--- src/rtl/hu_audioenc_pkg.sv ---
// Shared types and constants for the audio-encoder DMA scheduler.
// FSM encoding, DMA word size and debug word layout.
package hu_audioenc_pkg;

  typedef enum logic [3:0] {
    S_IDLE    = 4'd0,
    S_RD_REQ  = 4'd1,
    S_RD_DATA = 4'd2,
    S_WR_REQ  = 4'd3,
    S_WR_DATA = 4'd4,
    S_DONE    = 4'd5
  } state_e;

  localparam logic [2:0] DMA_SIZE_WORD = 3'b010;

  localparam int unsigned DBG_STATE_LSB = 28;
  localparam int unsigned DBG_ERR_BIT   = 27;
  localparam int unsigned DBG_K_LSB     = 0;

  function automatic logic [31:0] dbg_word(
    input state_e      s,
    input logic        err,
    input logic [15:0] k
  );
    logic [31:0] w;
    w = '0;
    w[DBG_STATE_LSB +: 4] = s;
    w[DBG_ERR_BIT] = err;
    w[DBG_K_LSB +: 16] = k;
    return w;
  endfunction

endpackage

--- src/rtl/hu_audioenc_chunk_buf.sv ---
// Chunk buffer: DEPTH x 32, one synchronous write port,
// one combinational read port. Contents are never reset.
module hu_audioenc_chunk_buf #(
  parameter int unsigned DEPTH = 64,
  parameter int unsigned AW    = 6
) (
  input  logic          clk_i,
  input  logic          we_i,
  input  logic [AW-1:0] waddr_i,
  input  logic [31:0]   wdata_i,
  input  logic [AW-1:0] raddr_i,
  output logic [31:0]   rdata_o
);

  logic [31:0] mem_q [DEPTH];

  always_ff @(posedge clk_i) begin
    if (we_i) mem_q[waddr_i] <= wdata_i;
  end

  assign rdata_o = mem_q[raddr_i];

endmodule

--- src/rtl/hu_audioenc_dma_sched.sv ---
// Audio-encoder DMA scheduler: moves num_chunks chunks from the
// input region to the output region through a local chunk buffer.
module hu_audioenc_dma_sched
  import hu_audioenc_pkg::*;
#(
  parameter int unsigned BUF_DEPTH = 64,
  parameter logic [2:0]  DMA_SIZE  = DMA_SIZE_WORD
) (
  input  logic        clk,
  input  logic        rst,
  input  logic [31:0] conf_info_cfg_regs_0,
  input  logic [31:0] conf_info_cfg_regs_1,
  input  logic [31:0] conf_info_cfg_regs_2,
  input  logic [31:0] conf_info_cfg_regs_3,
  input  logic        conf_done,
  output logic        dma_read_ctrl_valid,
  input  logic        dma_read_ctrl_ready,
  output logic [31:0] dma_read_ctrl_data_index,
  output logic [31:0] dma_read_ctrl_data_length,
  output logic [2:0]  dma_read_ctrl_data_size,
  input  logic        dma_read_chnl_valid,
  output logic        dma_read_chnl_ready,
  input  logic [31:0] dma_read_chnl_data,
  output logic        dma_write_ctrl_valid,
  input  logic        dma_write_ctrl_ready,
  output logic [31:0] dma_write_ctrl_data_index,
  output logic [31:0] dma_write_ctrl_data_length,
  output logic [2:0]  dma_write_ctrl_data_size,
  output logic        dma_write_chnl_valid,
  input  logic        dma_write_chnl_ready,
  output logic [31:0] dma_write_chnl_data,
  output logic        acc_done,
  output logic [31:0] debug
);

  localparam int unsigned AW =
    (BUF_DEPTH > 1) ? $clog2(BUF_DEPTH) : 1;
  localparam int unsigned PW = $clog2(BUF_DEPTH + 1);

  state_e        state_q;
  logic [31:0]   nchk_q, len_q, inb_q, outb_q;
  logic [31:0]   k_q, off_q, debug_q;
  logic [PW-1:0] wptr_q, rptr_q;
  logic          rd_ctrl_v_q, rd_chnl_r_q;
  logic          wr_ctrl_v_q, wr_chnl_v_q;
  logic          acc_done_q, err_q;
  logic [31:0]   buf_rdata;
  logic          buf_we, rd_last, wr_last;
  logic          cfg_big, cfg_bad;

  assign cfg_big = conf_info_cfg_regs_1 > 32'(BUF_DEPTH);
  assign cfg_bad = (conf_info_cfg_regs_0 == '0)
                || (conf_info_cfg_regs_1 == '0) || cfg_big;

  assign rd_last = 32'(wptr_q) == len_q - 32'd1;
  assign wr_last = 32'(rptr_q) == len_q - 32'd1;
  assign buf_we  = rd_chnl_r_q & dma_read_chnl_valid;

  hu_audioenc_chunk_buf #(
    .DEPTH (BUF_DEPTH),
    .AW    (AW)
  ) u_buf (
    .clk_i   (clk),
    .we_i    (buf_we),
    .waddr_i (wptr_q[AW-1:0]),
    .wdata_i (dma_read_chnl_data),
    .raddr_i (rptr_q[AW-1:0]),
    .rdata_o (buf_rdata)
  );

  always_ff @(posedge clk) begin
    if (!rst) begin
      state_q     <= S_IDLE;
      nchk_q      <= '0;
      len_q       <= '0;
      inb_q       <= '0;
      outb_q      <= '0;
      k_q         <= '0;
      off_q       <= '0;
      wptr_q      <= '0;
      rptr_q      <= '0;
      rd_ctrl_v_q <= 1'b0;
      rd_chnl_r_q <= 1'b0;
      wr_ctrl_v_q <= 1'b0;
      wr_chnl_v_q <= 1'b0;
      acc_done_q  <= 1'b0;
      err_q       <= 1'b0;
      debug_q     <= '0;
    end else begin
      acc_done_q <= 1'b0;
      debug_q    <= dbg_word(state_q, err_q, k_q[15:0]);
      unique case (state_q)
        S_IDLE: if (conf_done) begin
          nchk_q <= conf_info_cfg_regs_0;
          len_q  <= conf_info_cfg_regs_1;
          inb_q  <= conf_info_cfg_regs_2;
          outb_q <= conf_info_cfg_regs_3;
          k_q    <= '0;
          off_q  <= '0;
          err_q  <= cfg_big;
          if (cfg_bad) begin
            state_q    <= S_DONE;
            acc_done_q <= 1'b1;
          end else begin
            state_q     <= S_RD_REQ;
            rd_ctrl_v_q <= 1'b1;
          end
        end
        S_RD_REQ: if (dma_read_ctrl_ready) begin
          rd_ctrl_v_q <= 1'b0;
          rd_chnl_r_q <= 1'b1;
          wptr_q      <= '0;
          state_q     <= S_RD_DATA;
        end
        S_RD_DATA: if (dma_read_chnl_valid) begin
          wptr_q <= wptr_q + PW'(1);
          if (rd_last) begin
            rd_chnl_r_q <= 1'b0;
            wr_ctrl_v_q <= 1'b1;
            state_q     <= S_WR_REQ;
          end
        end
        S_WR_REQ: if (dma_write_ctrl_ready) begin
          wr_ctrl_v_q <= 1'b0;
          wr_chnl_v_q <= 1'b1;
          rptr_q      <= '0;
          state_q     <= S_WR_DATA;
        end
        S_WR_DATA: if (dma_write_chnl_ready) begin
          rptr_q <= rptr_q + PW'(1);
          if (wr_last) begin
            wr_chnl_v_q <= 1'b0;
            k_q         <= k_q + 32'd1;
            // running offset replaces k*chunk_len
            off_q       <= off_q + len_q;
            if (k_q + 32'd1 != nchk_q) begin
              state_q     <= S_RD_REQ;
              rd_ctrl_v_q <= 1'b1;
            end else begin
              state_q    <= S_DONE;
              acc_done_q <= 1'b1;
            end
          end
        end
        S_DONE: state_q <= S_IDLE;
        default: state_q <= S_IDLE;
      endcase
    end
  end

  assign dma_read_ctrl_valid        = rd_ctrl_v_q;
  assign dma_read_ctrl_data_index   = inb_q + off_q;
  assign dma_read_ctrl_data_length  = len_q;
  assign dma_read_ctrl_data_size    = DMA_SIZE;
  assign dma_read_chnl_ready        = rd_chnl_r_q;
  assign dma_write_ctrl_valid       = wr_ctrl_v_q;
  assign dma_write_ctrl_data_index  = outb_q + off_q;
  assign dma_write_ctrl_data_length = len_q;
  assign dma_write_ctrl_data_size   = DMA_SIZE;
  assign dma_write_chnl_valid       = wr_chnl_v_q;
  assign dma_write_chnl_data        = wr_chnl_v_q ? buf_rdata : '0;
  assign acc_done                   = acc_done_q;
  assign debug                      = debug_q;

endmodule

--- config.mk ---
export PLATFORM = sky130hd
export DESIGN_NAME = hu_audioenc_dma_sched
export DESIGN_NICKNAME = d
export VERILOG_FILES = /design/src/rtl/hu_audioenc_pkg.sv /design/src/rtl/hu_audioenc_chunk_buf.sv /design/src/rtl/hu_audioenc_dma_sched.sv
export SDC_FILE = /design/constraint.sdc
export NUM_CORES = 2
export LEC_CHECK = 0
export ABC_AREA = 1
export CELL_PAD_IN_SITES_DETAIL_PLACEMENT = 0
export CELL_PAD_IN_SITES_GLOBAL_PLACEMENT = 1
export CORE_MARGIN = 3
export CORE_UTILIZATION = 25
export CTS_BUF_LIST = sky130_fd_sc_hd__clkbuf_8
export CTS_CLUSTER_DIAMETER = 80
export DETAILED_ROUTE_END_ITERATION = 6
export PLACE_DENSITY = 0.51
export REMOVE_ABC_BUFFERS = 1
export SYNTH_ARGS = -nofsm -noshare
export SYNTH_HDL_FRONTEND = slang
export SYNTH_SLANG_ARGS = --single-unit
--- constraint.sdc ---
create_clock -name clk -period 7.5 [get_ports clk]
set_clock_uncertainty 0.15 [all_clocks]
set_input_delay 1.875 -clock clk [delete_from_list [all_inputs] [get_ports clk]]
set_output_delay 1.875 -clock clk [all_outputs]
set_load 0.1 [all_outputs]
==> Word level (Yosys, flattened, before mapping) <==
Memories as Yosys holds them, arrays and structs flattened. A register that Yosys moved wholly into a read port is not among the register bits.
Cells that the tools add are included.
{ "classes": {"addsub": 7, "n_lt_le_gt_ge": 1, "eq_ne": 16, "n_mux": 53, "bitwise_logic": 1, "n_reduce_logical": 19} }
{ "op_table": {"columns": ["operator", "n"], "rows": [
  ["32-bit two-way mux", 6],
  ["32-bit case mux with 2 select lines", 2],
  ["32-bit adder", 3],
  ["7-bit by 32-bit equality test with 1-bit output", 2],
  ["32-bit zero test", 2],
  ["32-bit by 1-bit adder with 32-bit output (second input constant)", 1],
  ["32-bit by 7-bit > comparator with 1-bit output (second input constant)", 1],
  ["32-bit != test", 1],
  ["32-bit by 1-bit subtractor with 32-bit output (second input constant)", 1],
  ["4-bit two-way mux", 7],
  ["7-bit two-way mux", 4],
  ["7-bit case mux with 2 select lines", 2],
  ["1-bit two-way mux", 22],
  ["4-bit case mux with 5 select lines", 1],
  ["2-bit != test (second input constant)", 9],
  ["4-bit AND reduction", 4],
  ["7-bit by 1-bit adder with 7-bit output (second input constant)", 2],
  ["7-bit AND reduction", 2],
  ["6-bit two-way mux", 2],
  ["4-bit by 2-bit equality test with 1-bit output (second input constant)", 2],
  ["1-bit case mux with 2 select lines", 4],
  ["2-bit nonzero test", 4],
  ["3-bit two-way mux", 2],
  ["3-bit AND reduction", 2],
  ["8 further kinds", 9]
]} }
{ "totals": {"ff_bits": 248, "ram_bits": 2048, "input_bits": 167, "wordCells": 115, "n_memories": 1} }
{ "memory_table": {"columns": ["memory", "depth", "word_bits", "read_ports", "rd_clocked_by_memory_dff", "wr", "line", "source"], "rows": [
  ["u_buf.mem_q", 64, 32, 1, 1, 1, "hu_audioenc_chunk_buf.sv:15", "logic [31:0] mem_q [DEPTH];"]
]} }

==> Depth between registers and ports, before layout <==
{ "logic_depth": {"ltp_word": 6, "ltp_mapped": 18} }

==> Cells and area by module <==
Synthesis repeated with hierarchy kept, for this count alone.
{ "hier_totals": {"cells_unflattened": 9565, "area_unflattened_um2": 99599.3} }
{ "modules_own_cells": {"columns": ["module", "n_inst", "cells_per_inst", "area_each_um2"], "rows": [
  ["hu_audioenc_chunk_buf", 1, 6759, 82125.0],
  ["hu_audioenc_dma_sched", 1, 2806, 17474.3]
]} }

==> Worst setup path after synthesis <==
No wires, ideal clock.
{ "synth_timing": {"path_kind": "flip-flop to output port", "start": "register (tool-made name)", "end": "output port dma_write_chnl_data[19]", "arrival_ps": 4099, "required_time_ps": 5475, "path_slack_ps": 1376, "path_stages_with_launch": 12, "path_buffers": 5, "cell_sequence": "dfxtp_1 buf_2 buf_4 buf_2 buf_2 buf_1 nor2_1 o221ai_1 nand3_1 nand2_1 nand2_1 a311oi_1"} }
{ "synth_lines": {"columns": ["element", "line", "source"], "rows": [
  ["end, declared", "hu_audioenc_dma_sched.sv:31", "output logic [31:0] dma_write_chnl_data,"]
]} }

==> summary.md <==
| Metric | Value |
|---|---|
| Final #Nets | `about 9,400` |
| Post-Syn Area | `slightly below 100,000 sq um` |
| Routed wire length | `between 300 and 400 mm` |
| Rows | `roughly 230` |
| Total GRT Usage | `roughly 18%` |
| Critical Path Slowest Stage Cell | `a311oi_1` |
| RR Startpoint | `wptr_q[0]` |
| TritonCTS clock tree | `built` |
| R2r setup slk | `between 3 and 4 ns` |
| Least-Margin Pin Slew | `1.259 ns` |
| Post-placement setup slack | `~1.3 ns` |
| Core ar. | `slightly below 400,000 sq um` |
| Critical path's largest stage delay | `just under 0.9 ns` |
| Area growth from synthesis to layout | `17.73%` |
| Post-synth EDFFs | `2,048` |
| Min Tclk post-route | `7.171 ns` |
| Status | `finished, final reports clean` |
| Clk sink count | `~2,300` |
| Worst-case clock buffer depth | `4` |
| Total number of vias | `71,220` |
| Worst r2r path cells | `5` |
| Initial Util | `25.16%` |
| Largest family of logic cells by synthesized area | `compound AO/OA/AOI/OAI gates` |
| PD cells | `311.0 nW/um^2` |
| Drt first pass iters | `6` |
| Max IR drop VDD | `between 0.3 and 0.4 mV` |
| Placer Congestion | `0.8399` |
| Max-cap violations | `0` |
| Final period util | `95.61%` |
| Synth Register Bits | `approximately 2,300` |
| Syn avg cell area | `11.17 sq um` |
| Share of cells above drive strength 1 | `under 10%` |
| Synth cell count leaders | `2,048 x edfxtp_1, 1,599 x nor2_1, 1,313 x o21ai_0, 939 x nand2_1, 460 x o22ai_1` |
| Synth top area share | `63.28%` |
| Seq/Total Area, Yosys | `68.25%` |
| Asr flop ratio synth | `0%` |
| Clock latency on the worst-skew pair | `about 1 ns` |
| Netlist cell types | `59` |
| Warnings, synthesis | `0` |
| Die Ht | `629.5 microns` |
| Mux cell area share after synthesis | `0%` |
| Final ANT Viol Nets | `0` |
| Vias in the first global route | `just under 70,000` |
| CP arrival | `5.15 ns` |
| Critical-path cell list | `inv_8 > buf_4 > buf_4 > o21ai_0 > o22ai_1 > nand2_1 > nand3_1 > a31oi_1 > a311oi_1 > buf_4` |
| Crit path kind | `register to output pin` |
| Wire per inst | `~25 microns` |
| Die area | `396,200 sq um` |
| Worst EP required | `between 5 and 6 ns` |
| Vias per std cell | `4.876` |
| Compound-Gate Fraction of Synth Area | `12.95%` |
| DRC | `0` |
| Leakage power | `between 30 and 40 nW` |
| Total grt overflow | `0` |
| PortBufs | `~350` |
| Pin count of the biggest net entering global routing | `153` |
| Critical path peak fanout | `about 120` |
| CP endpoint kind | `output pin` |
| RSZ-0062 raised after global routing | `no` |
| Hold Fails Final Rpt | `0` |
| Fin. max-slew vios | `0` |
| Crit path capture | `dma_write_chnl_data[14]` |
| Yosys top cell by area | `edfxtp_1` |
| # IOs | `between 300 and 400` |
| First-pass GRT wire length | `roughly 520 mm` |
| Hpwl dp | `around 210 mm` |
| H-tree depth | `5` |
| # setup viols final | `0` |
| Post-synthesis adder-cell area fraction | `1.311%` |
| Fin worst setup slack | `about 0.33 ns` |
| Slew Limit Headroom | `16.07%` |
| Max Fclk | `roughly 0.14 GHz` |
| Prevailing post-synth register cell | `edfxtp_1` |
| Initial antenna violation count | `~40` |
| Most frequent cell on the critical path | `buf_4` |
| Synth Area in XOR/XNOR | `1.011%` |
| DRT iter0 DRCs | `just under 7,000` |
| Top post-synthesis cells by area | `edfxtp_1 63%, o21ai_0 6.8%, nor2_1 6.2%` |
| FF-to-FF End | `u_buf.mem_q[31][17]` |
| Cell count after synthesis | `roughly 8,700` |
| Min-delay worst type | `register to register` |
| Clk slew on worst S/H paths | `0.06 ns` |
| Area share of and/or/nand/nor cells after synthesis | `approximately an eighth` |
| Startpoint types | `register` |
| Postcts setup bufs | `0` |
| Count leader, synth | `edfxtp_1` |
| CTS buffer count | `around 400` |
| Die X | `approximately 630 microns` |
| Total negative slack | `0 ns` |
| CTS root buf | `clkbuf_8` |
## power breakdown
group	switching, mW	internal [mW]	total (mW)
clock	5.38	5.39	10.8
sequential	0.431	14.2	14.6
combinational	7.59	2.61	10.2
total	13.4	22.2	35.6
## layer usage
metal	GRT usage, %	vias to the layer above	share of wire (%)
li1	-	32220	-
met1	24.92	36020	45
met2	29.44	2417	47
met3	2.294	558	5.6
met4	4.786	10	2.5
met5	0	-	0.020
## registers in the layout (all words and copies together) (netlist names), named ones only
| signal | cells |
|---|---|
| acc_done | 1 |
| debug | 20 |
| dma_read_chnl_ready | 1 |
| dma_read_ctrl_data_length | 32 |
| dma_read_ctrl_valid | 1 |
| dma_write_chnl_valid | 1 |
| dma_write_ctrl_valid | 1 |
| err_q | 1 |
| inb_q | 32 |
| k_q | 32 |
| nchk_q | 32 |
| off_q | 32 |
| outb_q | 32 |
| rptr_q | 7 |
| state_q | 3 |
| u_buf.mem_q | 2048 |
| wptr_q | 7 |
## kinds of logic (layout without fill, tap and decap cells)
group / after synthesis / count (layout)
other: 2 / 28
AO/OA/AOI/OAI: 2268 / 2268
flip-flops: 2289 / 2289
AND/OR/NAND/NOR: 3064 / 3064
adder cells (fa/ha/maj): 100 / 100
buffers and inverters: 867 / 1572
XOR/XNOR: 109 / 109
## layout by cell type (no fill, tap or decap), types with 212 or more instances in the layout
| master | count |
|---|---|
| buf_4 | 212 |
| nand2_1 | 939 |
| nand3_1 | 379 |
| o21ai_0 | 1313 |
| a21oi_1 | 281 |
| o22ai_1 | 460 |
| clkdlybuf4s50_1 | 273 |
| nor2_1 | 1537 |
| clkbuf_8 | 419 |
| dfxtp_1 | 235 |
| inv_1 | 396 |
| edfxtp_1 | 2048 |
## worst max-delay path: cells and delay by family, from the launching register on
kind | cells | cell delay (ns)
compound gates | 4 | 1.40
buf+inv | 4 | 1.78
flops | 1 | 0.54
simple gates | 2 | 0.19
## repair_timing
| item | 4_1_cts | 5_1_grt |
|---|---|---|
| hold buffers | 0 | 0 |
| setup endpoints to repair | 0 | 5 |
| resized for setup | 0 | 5 |
## worst min-delay path by stage
stage                                     from                   end  slack, ns  cells past startpoint
after detailed placement  dma_write_ctrl_valid  dma_write_ctrl_valid       0.30                      2
final                                    err_q             debug[27]       0.28                      2
after CTS                                err_q             debug[27]       0.29                      2
after floorplan                          err_q             debug[27]       0.26                      2
after global placement    dma_write_ctrl_valid  dma_write_ctrl_valid       0.29                      2
after global routing                     err_q             debug[27]       0.31                      2
## layout make-up
class                   count  area (sq um)
multi-input cells        5559         27820
flip-flops and latches   2289         66350
clock buffers             419          5767
fillers                 39810        271900
clock inverters           301          1484
diodes                     10         25.02
repair buffers            563          5375
inverters                 289          1122
well taps                5175          6475
## stage by stage
stage | area, sq um | utilization [%] | power (mW) | cells | hold slack, ns
after floorplan | 94730 | - | 21.72 | 8137 | 0.2572
after global placement | 107100 | 27.73 | 25.06 | 13880 | 0.2940
after detailed placement | 107100 | 27.73 | 25.11 | 13880 | 0.2999
after CTS | 114400 | 29.61 | 35.96 | 14600 | 0.2874
after global routing | 114400 | 29.62 | 37.34 | 14600 | 0.3080
final | 114400 | 29.62 | 35.59 | 14610 | 0.2846
No activity file was read; power rests on OpenSTA's default activity.
